### config.mk
export PLATFORM = sky130hd
export DESIGN_NAME = button_event
export DESIGN_NICKNAME = d
export VERILOG_FILES = /design/src/rtl/button_event.sv
export SDC_FILE = /design/constraint.sdc
export NUM_CORES = 1
export LEC_CHECK = 0
export BUFFER_PORTS_ARGS = -buffer_cell sky130_fd_sc_hd__buf_2
export CORE_ASPECT_RATIO = 0.8
export CORE_MARGIN = 2
export CORE_UTILIZATION = 40
export CTS_BUF_LIST = sky130_fd_sc_hd__clkbuf_16
export DETAILED_ROUTE_END_ITERATION = 6
export HOLD_SLACK_MARGIN = 0.12
export PLACE_DENSITY_LB_ADDON = 0.2
export SYNTH_ARGS = -nofsm -noshare
export SYNTH_HDL_FRONTEND = slang
export SYNTH_SLANG_ARGS = --single-unit
export TNS_END_PERCENT = 5
### constraint.sdc
create_clock -name CLK100MHZ -period 2.24 [get_ports CLK100MHZ]
set_input_delay 0.224 -clock CLK100MHZ [delete_from_list [all_inputs] [get_ports CLK100MHZ]]
set_output_delay 0.224 -clock CLK100MHZ [all_outputs]
set_load 0.02 [all_outputs]
### src/rtl/button_event.sv
// button_event: turns the debounced button level into single-cycle event
// pulses (press, release, short click, long press, auto-repeat) plus a
// "held" level. Defining BTN_DOUBLE_CLICK_EN adds double-click detection.
// In that build the short click is deferred until the double-click window
// has expired.
// The output names carry an _o suffix because "release" and "repeat" are
// SystemVerilog keywords and cannot be used as port names.
module button_event #(
  parameter int unsigned LONG_TICKS   = 100_000_000,
  parameter int unsigned REPEAT_TICKS = 20_000_000,
  parameter int unsigned DCLICK_TICKS = 30_000_000,
  parameter int unsigned CNT_W        = 27
) (
  input  logic CLK100MHZ,
  input  logic reset,
  input  logic db_in,
  output logic press_o,
  output logic release_o,
  output logic short_click_o,
  output logic long_press_o,
  output logic repeat_o,
`ifdef BTN_DOUBLE_CLICK_EN
  output logic double_click_o,
`endif
  output logic held_o
);

  // Ceiling for the counter in states without a threshold. Holding the count
  // here keeps it from wrapping while the button idles.
  localparam int unsigned MaxA     = (LONG_TICKS > REPEAT_TICKS) ? LONG_TICKS : REPEAT_TICKS;
  localparam int unsigned MaxTicks = (MaxA > DCLICK_TICKS) ? MaxA : DCLICK_TICKS;

  localparam logic [CNT_W-1:0] LongLast   = CNT_W'(LONG_TICKS - 1);
  localparam logic [CNT_W-1:0] RepeatLast = CNT_W'(REPEAT_TICKS - 1);
  localparam logic [CNT_W-1:0] MaxLast    = CNT_W'(MaxTicks - 1);
`ifdef BTN_DOUBLE_CLICK_EN
  localparam logic [CNT_W-1:0] DclickLast = CNT_W'(DCLICK_TICKS - 1);

  typedef enum logic [2:0] {IDLE, PRESSED, HELD, WAIT_DC, PRESSED2} state_t;
`else
  typedef enum logic [1:0] {IDLE, PRESSED, HELD} state_t;
`endif

  state_t           state_q, state_d;
  logic [CNT_W-1:0] cnt_q, cnt_d;
  logic             db_q;
  logic             press_q, press_d;
  logic             release_q, release_d;
  logic             short_q, short_d;
  logic             long_q, long_d;
  logic             repeat_q, repeat_d;
  logic             held_q, held_d;
  logic             rise, fall;
`ifdef BTN_DOUBLE_CLICK_EN
  logic             dclick_q, dclick_d;
`endif

  assign rise = db_in & ~db_q;
  assign fall = ~db_in & db_q;

  // State, counter, edge-detect history and registered outputs.
  always_ff @(posedge CLK100MHZ or posedge reset) begin
    if (reset) begin
      state_q   <= IDLE;
      cnt_q     <= '0;
      db_q      <= 1'b0;
      press_q   <= 1'b0;
      release_q <= 1'b0;
      short_q   <= 1'b0;
      long_q    <= 1'b0;
      repeat_q  <= 1'b0;
      held_q    <= 1'b0;
`ifdef BTN_DOUBLE_CLICK_EN
      dclick_q  <= 1'b0;
`endif
    end else begin
      state_q   <= state_d;
      cnt_q     <= cnt_d;
      db_q      <= db_in;
      press_q   <= press_d;
      release_q <= release_d;
      short_q   <= short_d;
      long_q    <= long_d;
      repeat_q  <= repeat_d;
      held_q    <= held_d;
`ifdef BTN_DOUBLE_CLICK_EN
      dclick_q  <= dclick_d;
`endif
    end
  end

  // Next-state and pulse decisions; edges take priority over timeouts so a
  // release on the threshold cycle is never reported as a long press.
  always_comb begin
    state_d   = state_q;
    cnt_d     = (cnt_q == MaxLast) ? cnt_q : cnt_q + CNT_W'(1);
    press_d   = 1'b0;
    release_d = 1'b0;
    short_d   = 1'b0;
    long_d    = 1'b0;
    repeat_d  = 1'b0;
`ifdef BTN_DOUBLE_CLICK_EN
    dclick_d  = 1'b0;
`endif
    case (state_q)
      IDLE: begin
        if (rise) begin
          press_d = 1'b1;
          state_d = PRESSED;
          cnt_d   = '0;
        end
      end
      PRESSED: begin
        if (fall) begin
          release_d = 1'b1;
          cnt_d     = '0;
`ifdef BTN_DOUBLE_CLICK_EN
          state_d   = WAIT_DC;
`else
          short_d   = 1'b1;
          state_d   = IDLE;
`endif
        end else if (cnt_q == LongLast) begin
          long_d  = 1'b1;
          state_d = HELD;
          cnt_d   = '0;
        end
      end
      HELD: begin
        if (fall) begin
          release_d = 1'b1;
          state_d   = IDLE;
          cnt_d     = '0;
        end else if (cnt_q == RepeatLast) begin
          repeat_d = 1'b1;
          cnt_d    = '0;
        end
      end
`ifdef BTN_DOUBLE_CLICK_EN
      WAIT_DC: begin
        if (rise) begin
          press_d  = 1'b1;
          dclick_d = 1'b1;
          state_d  = PRESSED2;
          cnt_d    = '0;
        end else if (cnt_q == DclickLast) begin
          short_d = 1'b1;
          state_d = IDLE;
          cnt_d   = '0;
        end
      end
      PRESSED2: begin
        if (fall) begin
          release_d = 1'b1;
          state_d   = IDLE;
          cnt_d     = '0;
        end
      end
`endif
      default: begin
        state_d = IDLE;
        cnt_d   = '0;
      end
    endcase
    held_d = (state_d == HELD);
  end

  assign press_o        = press_q;
  assign release_o      = release_q;
  assign short_click_o  = short_q;
  assign long_press_o   = long_q;
  assign repeat_o       = repeat_q;
  assign held_o         = held_q;
`ifdef BTN_DOUBLE_CLICK_EN
  assign double_click_o = dclick_q;
`endif

endmodule

==> run_results.csv <==
group,metric,value,unit
cells_and_area,layout.nets,231,
cts,tritoncts,"done",
cts,cts_setup_buffers,0,
place,place_congestion,0.777,
setup_path,crit_fanout,26,
power,p_leak,0.997,nW
setup_path,timing.rr.start,"state_q[0]",
min_path,min_path_type,"primary input to register",
setup_path,critPathArrivalTime,2.26,ns
floorplan,chipHeight,67.0,um
drt,drc,0,
power,peakVddDrop,0.424,mV
global_routing,grt_max_degree,37,
timing,hold_viol,0,
timing,rsz0062_at_grt,"true",
timing,min_period,2.10,ns
setup_path,timing.critical_path.buf_inv,2,
logic_synthesis,syn_area,0.00199,sq mm
drt,drt_iter0_drc,88,
cells_and_area,layout_common_cells,"dfrtp_1 (36), nor2_1 (27), xnor2_1 (21)",
setup_path,reg2reg_slack,0.14,ns
logic_synthesis,synth-main-ff-cell,"dfrtp_1",
timing,clock.fmax,0.476,GHz
cts,clock_sinks,36,
setup_path,slowest_delay,0.46,ns
timing,max-slew-margin-rel,70.1,%
setup_path,crit_cells,8,
floorplan,coreArea,0.00468,sq mm
floorplan,io_pins,9,
global_routing,antenna_found_initial,0,
logic_synthesis,synth_edf_count,0,
floorplan,die_x,82.8,um
setup_path,setup.worst_path.start,"state_q[0]",
setup_path,path_cells,"inv_1 > ha_1 > or3b_2 > a22oi_1 > a21oi_2 > o21ai_4 > buf_12 > nor3_1",
setup_path,cp.required,2.40,ns
cts,h-tree-depth,2,
logic_synthesis,synth-seq-cells,36,
setup_path,r2r_end,"cnt_q[4]",
logic_synthesis,synthArstFlopShare,100,%
timing,tightestPinTransition,0.447,ns
setup_path,reg2reg_depth,8,
global_routing,track_usage,17.0,%
global_routing,grt_pass1_vias,1354,
power,power,1.80,mW
floorplan,start_util,42.4,%
setup_path,slowest_stage,"or3b_2",
place,place_hpwl,2750,um
drt,via_per_inst,5.15,
cts,path_clk_slew,0.05,ns
cells_and_area,layout-drive-gt1-share,18.5,%
timing,slew_violations,0,
setup_path,endpoint,"cnt_q[4]",
timing,setup_viol,0,
cells_and_area,diodes,0,
setup_path,startpoint_type,"register",
logic_synthesis,avgSynthCellArea,9.83,sq um
drt,drtAntennaViolNets,0,
cts,cts_root_buf,"clkbuf_16",
run,drv_cap,0,
cells_and_area,fin_cells,282,
cts,clock_latency,0.27,ns
run_status,outcome,"completed",
drt,vias,1451,
logic_synthesis,ys_seq_area_share,45.4,%
power,power_per_cell_area,775,mW/mm^2
cells_and_area,area_growth_syn_to_layout,17.0,%
logic_synthesis,yosysUniqueCellTypes,44,
timing,fin_crit_sh,93.9,%
global_routing,grt_pass1_wl,6970,um
setup_path,cp_top_family,"simple AND/OR/NAND/NOR gates",
logic_synthesis,yosysWarnings,0,
cells_and_area,layout_commonest_cell,"dfrtp_1",
logic_synthesis,synthesis.nets,211,
drt,wire_per_inst,13.7,um
floorplan,fp-row-count,22,
cts,clock_path_buffers,2,
cts,cts_buffers,5,
timing,hold_slack,0.145,ns
place,numPortBuffers,8,
drt,dr.pass1.iters,4,
timing,clock_skew,0.00248,ns
cells_and_area,final_core_util,49.6,%
setup_path,worstSetupPathType,"register to register",
global_routing,grt_overflow,0,
logic_synthesis,synthCells,202,
setup_path,cp-end-kind,"register",
place,placedCellCount,274,
drt,wirelength,3860,um
floorplan,die_area,0.00555,sq mm
==> power by group <==
part           switching [mW]  internal (mW)  total [mW]
Clock                   0.238          0.399       0.637
Combinational           0.249          0.168       0.417
Sequential             0.0478          0.698       0.745
Total                   0.535           1.26        1.80
==> kinds of logic after synthesis <==
kind of cell	count (synthesis)	synth area share [%]
adder cells (fa/ha/maj)	6	3.78
flip-flops	36	45.4
multiplexers	1	0.504
XOR/XNOR	22	9.70
AO/OA/AOI/OAI	21	7.75
AND/OR/NAND/NOR	94	27.6
buffers and inverters	22	5.29
==> repair_timing <==
item | 4_1_cts | 5_1_grt
endpoints found under the setup margin | 0 | 20
hold endpoints to repair | 36 | 0
hold buffers | 1 | 0
gates resized for setup | 0 | 4
==> sequential cells by signal, summed over array words and instances (netlist names) <==
| register | count |
|---|---|
| held_o | 1 |
| release_o | 1 |
| cnt_q | 27 |
| state_q | 2 |
| long_press_o | 1 |
| repeat_o | 1 |
| press_o | 1 |
| db_q | 1 |
| short_click_o | 1 |
==> synth_stat cells (2+ instances only) <==
library cell / count / share of area, %
nand3_1: 9 / 2.3
buf_6: 3 / 1.7
nor2_2: 2 / 0.63
a211o_1: 2 / 0.88
nand2_1: 10 / 1.9
a211oi_1: 2 / 0.76
inv_1: 16 / 3.0
nand2b_1: 2 / 0.63
and4_1: 2 / 0.88
or2_2: 2 / 0.63
nor3_1: 10 / 2.5
clkbuf_1: 3 / 0.57
nor2_1: 27 / 5.1
xnor2_1: 21 / 9.3
nand4_1: 4 / 1.3
and3_1: 3 / 0.95
nor4_1: 9 / 2.8
o21ai_0: 2 / 0.50
ha_1: 6 / 3.8
a21oi_1: 8 / 2.0
dfrtp_1: 36 / 45
==> per-layer routing <==
layer | vias to the layer above | wire length (um) | GRT usage [%]
li1 | 742 | - | -
met3 | 5 | 177 | 4.47
met1 | 676 | 2090 | 26.7
met2 | 28 | 1540 | 21.9
met5 | - | 0 | 0
met4 | 0 | 46 | 5.53
==> through the flow <==
stage / worst slack, ns / setup TNS, ns / instance area, sq um
after floorplan: 0.209 / 0 / 1990
after global placement: 0.104 / 0 / 2160
after detailed placement: 0.107 / 0 / 2160
after CTS: 0.102 / 0 / 2300
after global routing: -0.00431 / -0.00431 / 2320
final: 0.137 / 0 / 2320
==> worst min path at each step <==
stage,start,endpoint,slack [ns],cells past startpoint
final,db_in,db_q,0.14,1
after floorplan,db_in,db_q,0.26,0
after global placement,reset,long_press_o,0.35,3
after global routing,db_in,db_q,0.14,1
after CTS,db_in,db_q,0.13,1
after detailed placement,reset,short_click_o,0.36,3
==> layout make-up <==
type	count	area, sq um
timing repair buffer	19	150
tap	60	75.1
fill	442	2360
clock buffer	5	125
clock inverter	2	8.76
sequential	36	901
inverter	16	60.1
multi-input combinational	144	1000
No activity file was read; power rests on OpenSTA's default activity.
